===== src/rtl/program_loader.sv =====
// rtl/program_loader.sv - boot loader: streams an image into program memory, releases and times the core.
// Optional LOADER_CHECKSUM_EN: a trailing checksum byte gates the core release.
module program_loader #(
  parameter int DATA_WIDTH = 8,
  parameter int ADDR_WIDTH = 5,
  parameter int CYC_WIDTH  = 16
) (
  input  logic                  clk,
  input  logic                  rst,
  input  logic                  start,
  input  logic                  byte_valid,
  input  logic [DATA_WIDTH-1:0] byte_data,
  output logic                  byte_ready,
  output logic                  mem_sel,
  output logic [ADDR_WIDTH-1:0] mem_addr,
  output logic [DATA_WIDTH-1:0] mem_data,
  output logic                  mem_wr,
  output logic                  cpu_rst,
  input  logic                  halt,
  output logic                  busy,
  output logic                  done,
  output logic                  error,
  output logic [CYC_WIDTH-1:0]  run_cycles
);

  localparam int CNT_W   = ADDR_WIDTH + 1;
  localparam int MAX_LEN = 1 << ADDR_WIDTH;
  localparam logic [CNT_W-1:0]     CNT_ONE = CNT_W'(1);
  localparam logic [CYC_WIDTH-1:0] CYC_ONE = CYC_WIDTH'(1);

  typedef enum logic [2:0] {
    S_IDLE,
    S_LEN,
    S_LOAD,
    S_RUN,
    S_HALTED,
    S_ERROR
  } state_t;

  state_t                state_q, state_d;
  logic [CNT_W-1:0]      cnt_q, cnt_d;
  logic [CNT_W-1:0]      len_q, len_d;
  logic [ADDR_WIDTH-1:0] addr_q, addr_d;
  logic [DATA_WIDTH-1:0] data_q, data_d;
  logic                  wr_q, wr_d;
  logic                  cpu_rst_q, cpu_rst_d;
  logic [CYC_WIDTH-1:0]  cyc_q, cyc_d;
`ifdef LOADER_CHECKSUM_EN
  logic [DATA_WIDTH-1:0] sum_q, sum_d;
`endif

  logic accept;
  logic len_ok;

  assign byte_ready = (state_q == S_LEN) || (state_q == S_LOAD);
  assign accept     = byte_valid && byte_ready;
  assign len_ok     = (byte_data != '0) && (int'(byte_data) <= MAX_LEN);

  always_ff @(posedge clk or negedge rst) begin
    if (!rst) begin
      state_q   <= S_IDLE;
      cnt_q     <= '0;
      len_q     <= '0;
      addr_q    <= '0;
      data_q    <= '0;
      wr_q      <= 1'b0;
      cpu_rst_q <= 1'b0;
      cyc_q     <= '0;
`ifdef LOADER_CHECKSUM_EN
      sum_q     <= '0;
`endif
    end else begin
      state_q   <= state_d;
      cnt_q     <= cnt_d;
      len_q     <= len_d;
      addr_q    <= addr_d;
      data_q    <= data_d;
      wr_q      <= wr_d;
      cpu_rst_q <= cpu_rst_d;
      cyc_q     <= cyc_d;
`ifdef LOADER_CHECKSUM_EN
      sum_q     <= sum_d;
`endif
    end
  end

  always_comb begin
    state_d   = state_q;
    cnt_d     = cnt_q;
    len_d     = len_q;
    addr_d    = addr_q;
    data_d    = data_q;
    wr_d      = 1'b0;
    cpu_rst_d = 1'b0;
    cyc_d     = cyc_q;
`ifdef LOADER_CHECKSUM_EN
    sum_d     = sum_q;
`endif
    case (state_q)
      S_IDLE: begin
        if (start) begin
          state_d = S_LEN;
          cyc_d   = '0;
        end
      end
      S_LEN: begin
        if (accept) begin
          len_d = CNT_W'(byte_data);
          if (len_ok) begin
            cnt_d   = '0;
`ifdef LOADER_CHECKSUM_EN
            sum_d   = '0;
`endif
            state_d = S_LOAD;
          end else begin
            state_d = S_ERROR;
          end
        end
      end
      S_LOAD: begin
        if (accept) begin
`ifdef LOADER_CHECKSUM_EN
          if (cnt_q == len_q) begin
            state_d = (byte_data == sum_q) ? S_RUN : S_ERROR;
          end else begin
            addr_d = cnt_q[ADDR_WIDTH-1:0];
            data_d = byte_data;
            wr_d   = 1'b1;
            cnt_d  = cnt_q + CNT_ONE;
            sum_d  = sum_q + byte_data;
          end
`else
          addr_d = cnt_q[ADDR_WIDTH-1:0];
          data_d = byte_data;
          wr_d   = 1'b1;
          cnt_d  = cnt_q + CNT_ONE;
          if (cnt_d == len_q) begin
            state_d = S_RUN;
          end
`endif
        end
      end
      S_RUN: begin
        // First RUN cycle keeps the core in reset while the last write lands.
        cpu_rst_d = 1'b1;
        if (cpu_rst_q) begin
          if (cyc_q != '1) begin
            cyc_d = cyc_q + CYC_ONE;
          end
          if (halt) begin
            state_d = S_HALTED;
          end
        end
      end
      S_HALTED: begin
        cpu_rst_d = 1'b1;
        if (start) begin
          state_d   = S_LEN;
          cpu_rst_d = 1'b0;
          cyc_d     = '0;
        end
      end
      S_ERROR: begin
        if (start) begin
          state_d = S_LEN;
          cyc_d   = '0;
        end
      end
      default: begin
        state_d = S_IDLE;
      end
    endcase
  end

  assign mem_sel    = ~cpu_rst_q;
  assign mem_addr   = addr_q;
  assign mem_data   = data_q;
  assign mem_wr     = wr_q;
  assign cpu_rst    = cpu_rst_q;
  assign busy       = (state_q == S_LEN) || (state_q == S_LOAD) || (state_q == S_RUN);
  assign done       = (state_q == S_HALTED);
  assign error      = (state_q == S_ERROR);
  assign run_cycles = cyc_q;

endmodule


===== config.mk =====
export PLATFORM = sky130hd
export DESIGN_NAME = program_loader
export DESIGN_NICKNAME = d
export VERILOG_FILES = /design/src/rtl/program_loader.sv
export SDC_FILE = /design/constraint.sdc
export NUM_CORES = 1
export LEC_CHECK = 0
export CORE_MARGIN = 2
export CORE_UTILIZATION = 40
export CTS_BUF_LIST = sky130_fd_sc_hd__clkbuf_2 sky130_fd_sc_hd__clkbuf_4 sky130_fd_sc_hd__clkbuf_8
export CTS_CLUSTER_DIAMETER = 150
export CTS_CLUSTER_SIZE = 30
export DETAILED_ROUTE_END_ITERATION = 6
export DONT_BUFFER_PORTS = 1
export RECOVER_POWER = 50
export SYNTH_ARGS = -nofsm -noshare
export SYNTH_HDL_FRONTEND = slang
export SYNTH_SLANG_ARGS = --single-unit
export TNS_END_PERCENT = 50

===== constraint.sdc =====
create_clock -name clk -period 2.04 [get_ports clk]
set_input_delay 0.51 -clock clk [delete_from_list [all_inputs] [get_ports clk]]
set_output_delay 0.51 -clock clk [all_outputs]
set_load 0.01 [all_outputs]

==> results.py <==
metrics = {
    "global_route": {
        "grt_first_pass_wirelength_um": 9310,
        "first_global_vias": 1949,
        "grt.overflow.total": 0,
        "grt_antenna_before_repair": 0,
        "groute.usage.overall": 0.184,
        "grt_start_max_net_pins": 47,
    },
    "synthesis": {
        "ys_seq_elements": 46,
        "synth_cells": 258,
        "ys_top_cells_by_area": "dfrtp_1, nand2_1, o21ai_0, mux2_2, nor2_1",
        "netlist.area_leader.share": 0.482,
        "synth_top_flop_cell": "dfrtp_1",
        "synth_seq_area_share": 0.482,
        "synth.net_count": 273,
        "synth_top_cell_by_area": "dfrtp_1",
        "synth-async-reset-ratio": 1.00,
        "synth_enable_flop_cells": 0,
        "syn-mean-instance-area_um2": 9.25,
        "synthDistinctLibCells": 51,
        "mappedNetlistArea_um2": 2390,
        "yosysWarnings": 0,
    },
    "floorplan": {
        "floorplan.die_area_um2": 6600,
        "chipWidth_um": 81.3,
        "floorplan.die.height_um": 81.3,
        "top_level_ports": 49,
        "core-area_um2": 5850,
        "initial_core_util": 0.408,
        "rows": 28,
    },
    "routing": {
        "drt_iter0_drc": 74,
        "finalWirelength_um": 5580,
        "drcViolationCount": 0,
        "via_count": 1986,
        "firstDrtPassIters": 4,
        "detail_route.wl_per_cell_um": 15.6,
        "drtAntennaViolNets": 0,
        "vias_per_cell": 5.56,
    },
    "clock_tree": {
        "clk-insertion-delay-late_ps": 300,
        "library_cell_used_as_clock_root_buffer": "clkbuf_8",
        "cts.reportedPaths.clkPinSlew_ps": 90,
        "ctsHtreeMaxLevel": 2,
        "cts_sinks": 46,
        "post_cts_buffers": 0,
        "total_clock_buffers_created_by_cts": 5,
        "cts_tree": "yes",
        "clock_tree.buffer_depth": 2,
    },
    "sta": {
        "finalSetupTns_ps": 0,
        "final_hold_viol_count": 0,
        "final.min_clock_period_ps": 1950,
        "finalCritPeriodShare": 0.955,
        "worstMarginPinSlew_ps": 1160,
        "clock-skew-final_ps": 7.50,
        "setup_viol": 0,
        "finalMaxSlewViolations": 0,
        "grt_setup_unrepaired": "false",
        "max_freq_ghz": 0.513,
        "timing.max_slew.rel_slack": 0.225,
    },
    "cells_and_area": {
        "areaGrowthSynthToFinish_pct": 15.1,
        "num_antenna_cells": 0,
        "final_layout_size_suffix_gt1_frac": 0.191,
        "area_of_all_placed_cells_without_fillers_um2": 2750,
        "fin_cells": 357,
        "layout_net_count": 296,
        "post-route-util": 0.470,
    },
    "place": {
        "dpl.cell_count": 348,
        "port_buffers": 0,
        "hpwl_um": 4060,
        "routabilityCongestion": 0.781,
        "dpl_cell_area_um2": 2620,
    },
    "critical_path": {
        "reg2reg_slack_ps": 90,
        "worstPathRequired_ps": 2250,
        "cp_cell_sequence": "and4b_2 > a31oi_4 > or4_4 > or3_1 > a21oi_1",
        "cp_data_arrival_time_ps": 2160,
        "critical_path_peak_fanout": 8,
        "timing.rr.end": "run_cycles[12]",
        "end_kind": "flop",
        "critical_path.startpoint_type": "flop",
        "path_class": "reg2reg",
        "slowest_stage": "or4_4",
        "timing.rr.start": "state_q[2]",
        "slowest_delay_ps": 470,
        "timing.critical_path.buf_inv": 0,
        "critical-path-top-delay-family": "simple AND/OR/NAND/NOR gates",
        "worst_r2r_path_depth": 5,
    },
    "power": {
        "vdd.ir_drop.worst_mv": 0.622,
        "power_per_cell_area_nw_per_um2": 1030,
        "cellLeakagePower_nw": 1.25,
        "report.power.total_mw": 2.82,
    },
    "min_path": {
        "min_to": "state_q[2]",
        "whs_path_depth": 1,
        "hp-start": "start",
        "timing.hold.worst.class": "in2reg",
    },
    "job": {
        "drv.max_cap_violation_count": 0,
    },
    "outcome": {
        "outcome": "finished clean",
    },
}
==> layout by cell type (no fill, tap or decap), types with 3 or more instances in the layout <==
master    netlist  layout
xor2_1          5       5
clkbuf_8        0       5
or4_1           3       3
nor4_1          3       3
nand2b_1        3       3
a31oi_1         4       4
inv_1           4       4
and3_1          6       6
o31ai_1         5       5
mux2_2          6       6
dfrtp_1        46      45
a21oi_1         9       9
nand4_1         5       5
xnor2_1         4       4
nor3_1          3       3
nand2_1        57      57
nand3_1         9       9
nor2_1         17      17
a31o_2          3       3
or3_1           3       3
o21ai_0        21      21
buf_4           2      25
==> cells by family after synthesis <==
group | synth area share
AND/OR/NAND/NOR | 0.260
AO/OA/AOI/OAI | 0.158
flip-flops | 0.482
buffers and inverters | 0.0278
XOR/XNOR | 0.0330
multiplexers | 0.0283
adder cells (fa/ha/maj) | 0.0105
==> repair_timing <==
action	in CTS	in global routing
setup endpoints to repair	0	5
endpoints found under the hold margin	46	0
hold buffers	1	0
gates resized for setup	0	3
==> routing by layer <==
metal / up-vias / track usage / wire (um)
met1: 959 / 0.229 / 2530
li1: 970 / - / -
met4: 0 / 0.0475 / 46
met2: 50 / 0.308 / 2640
met3: 7 / 0.0600 / 361
met5: - / 0 / 0
==> power by group <==
part / internal [mW] / total (mW) / switching [mW]
logic: 0.375 / 0.813 / 0.438
registers: 1.10 / 1.31 / 0.215
clock network: 0.394 / 0.700 / 0.306
==> area by class of cell <==
class	instances	area, um2
fillers	570	3100
multi-input cells	197	1180
flip-flops and latches	46	1150
repair buffers	26	193
well taps	75	93.8
clock buffers	7	83.8
clock inverters	1	30.0
inverters	5	18.8
==> stage by stage <==
stage               hold WS [ps]  setup WS [ps]
finish                       312           91.1
global route                 306           3.20
CTS                         55.9           46.4
detailed placement           216          -13.0
global placement             216           17.9
floorplan                    214            101
==> sequential cells by signal (all words and copies together) (netlist names) <==
signal and flops:
cnt_q 6, cpu_rst 1, len_q 6, mem_addr 5
mem_data 8, mem_wr 1, run_cycles 16, state_q 3
==> worst max-delay path by stage <==
stage	cells after the start	slack, ps	end	start
after floorplan	5	100	cnt_q[5]	byte_data[0]
after global placement	6	20	cnt_q[3]	byte_data[0]
after detailed placement	6	-10	cnt_q[3]	byte_data[0]
after CTS	5	50	run_cycles[12]	state_q[0]
after global routing	6	3	cnt_q[4]	state_q[1]
final	5	90	run_cycles[12]	state_q[2]
==> synthesized netlist by cell type, drive strengths merged (5+ instances only) <==
master and number:
o31ai 5, mux2 6, and3 7, nor2 17, buf 5, nand3 10, dfrtp 46, clkbuf 5
a21oi 9, a31oi 5, o21ai 21, nand4 5, xor2 5, nand2 57
==> worst register-to-register path, stage by stage, from the launching register on <==
cell,delay (ps)
dfrtp_1,460
and4b_2,360
a31oi_4,70
or4_4,470
or3_1,320
a21oi_1,180
(Power assumes the default switching activity.)
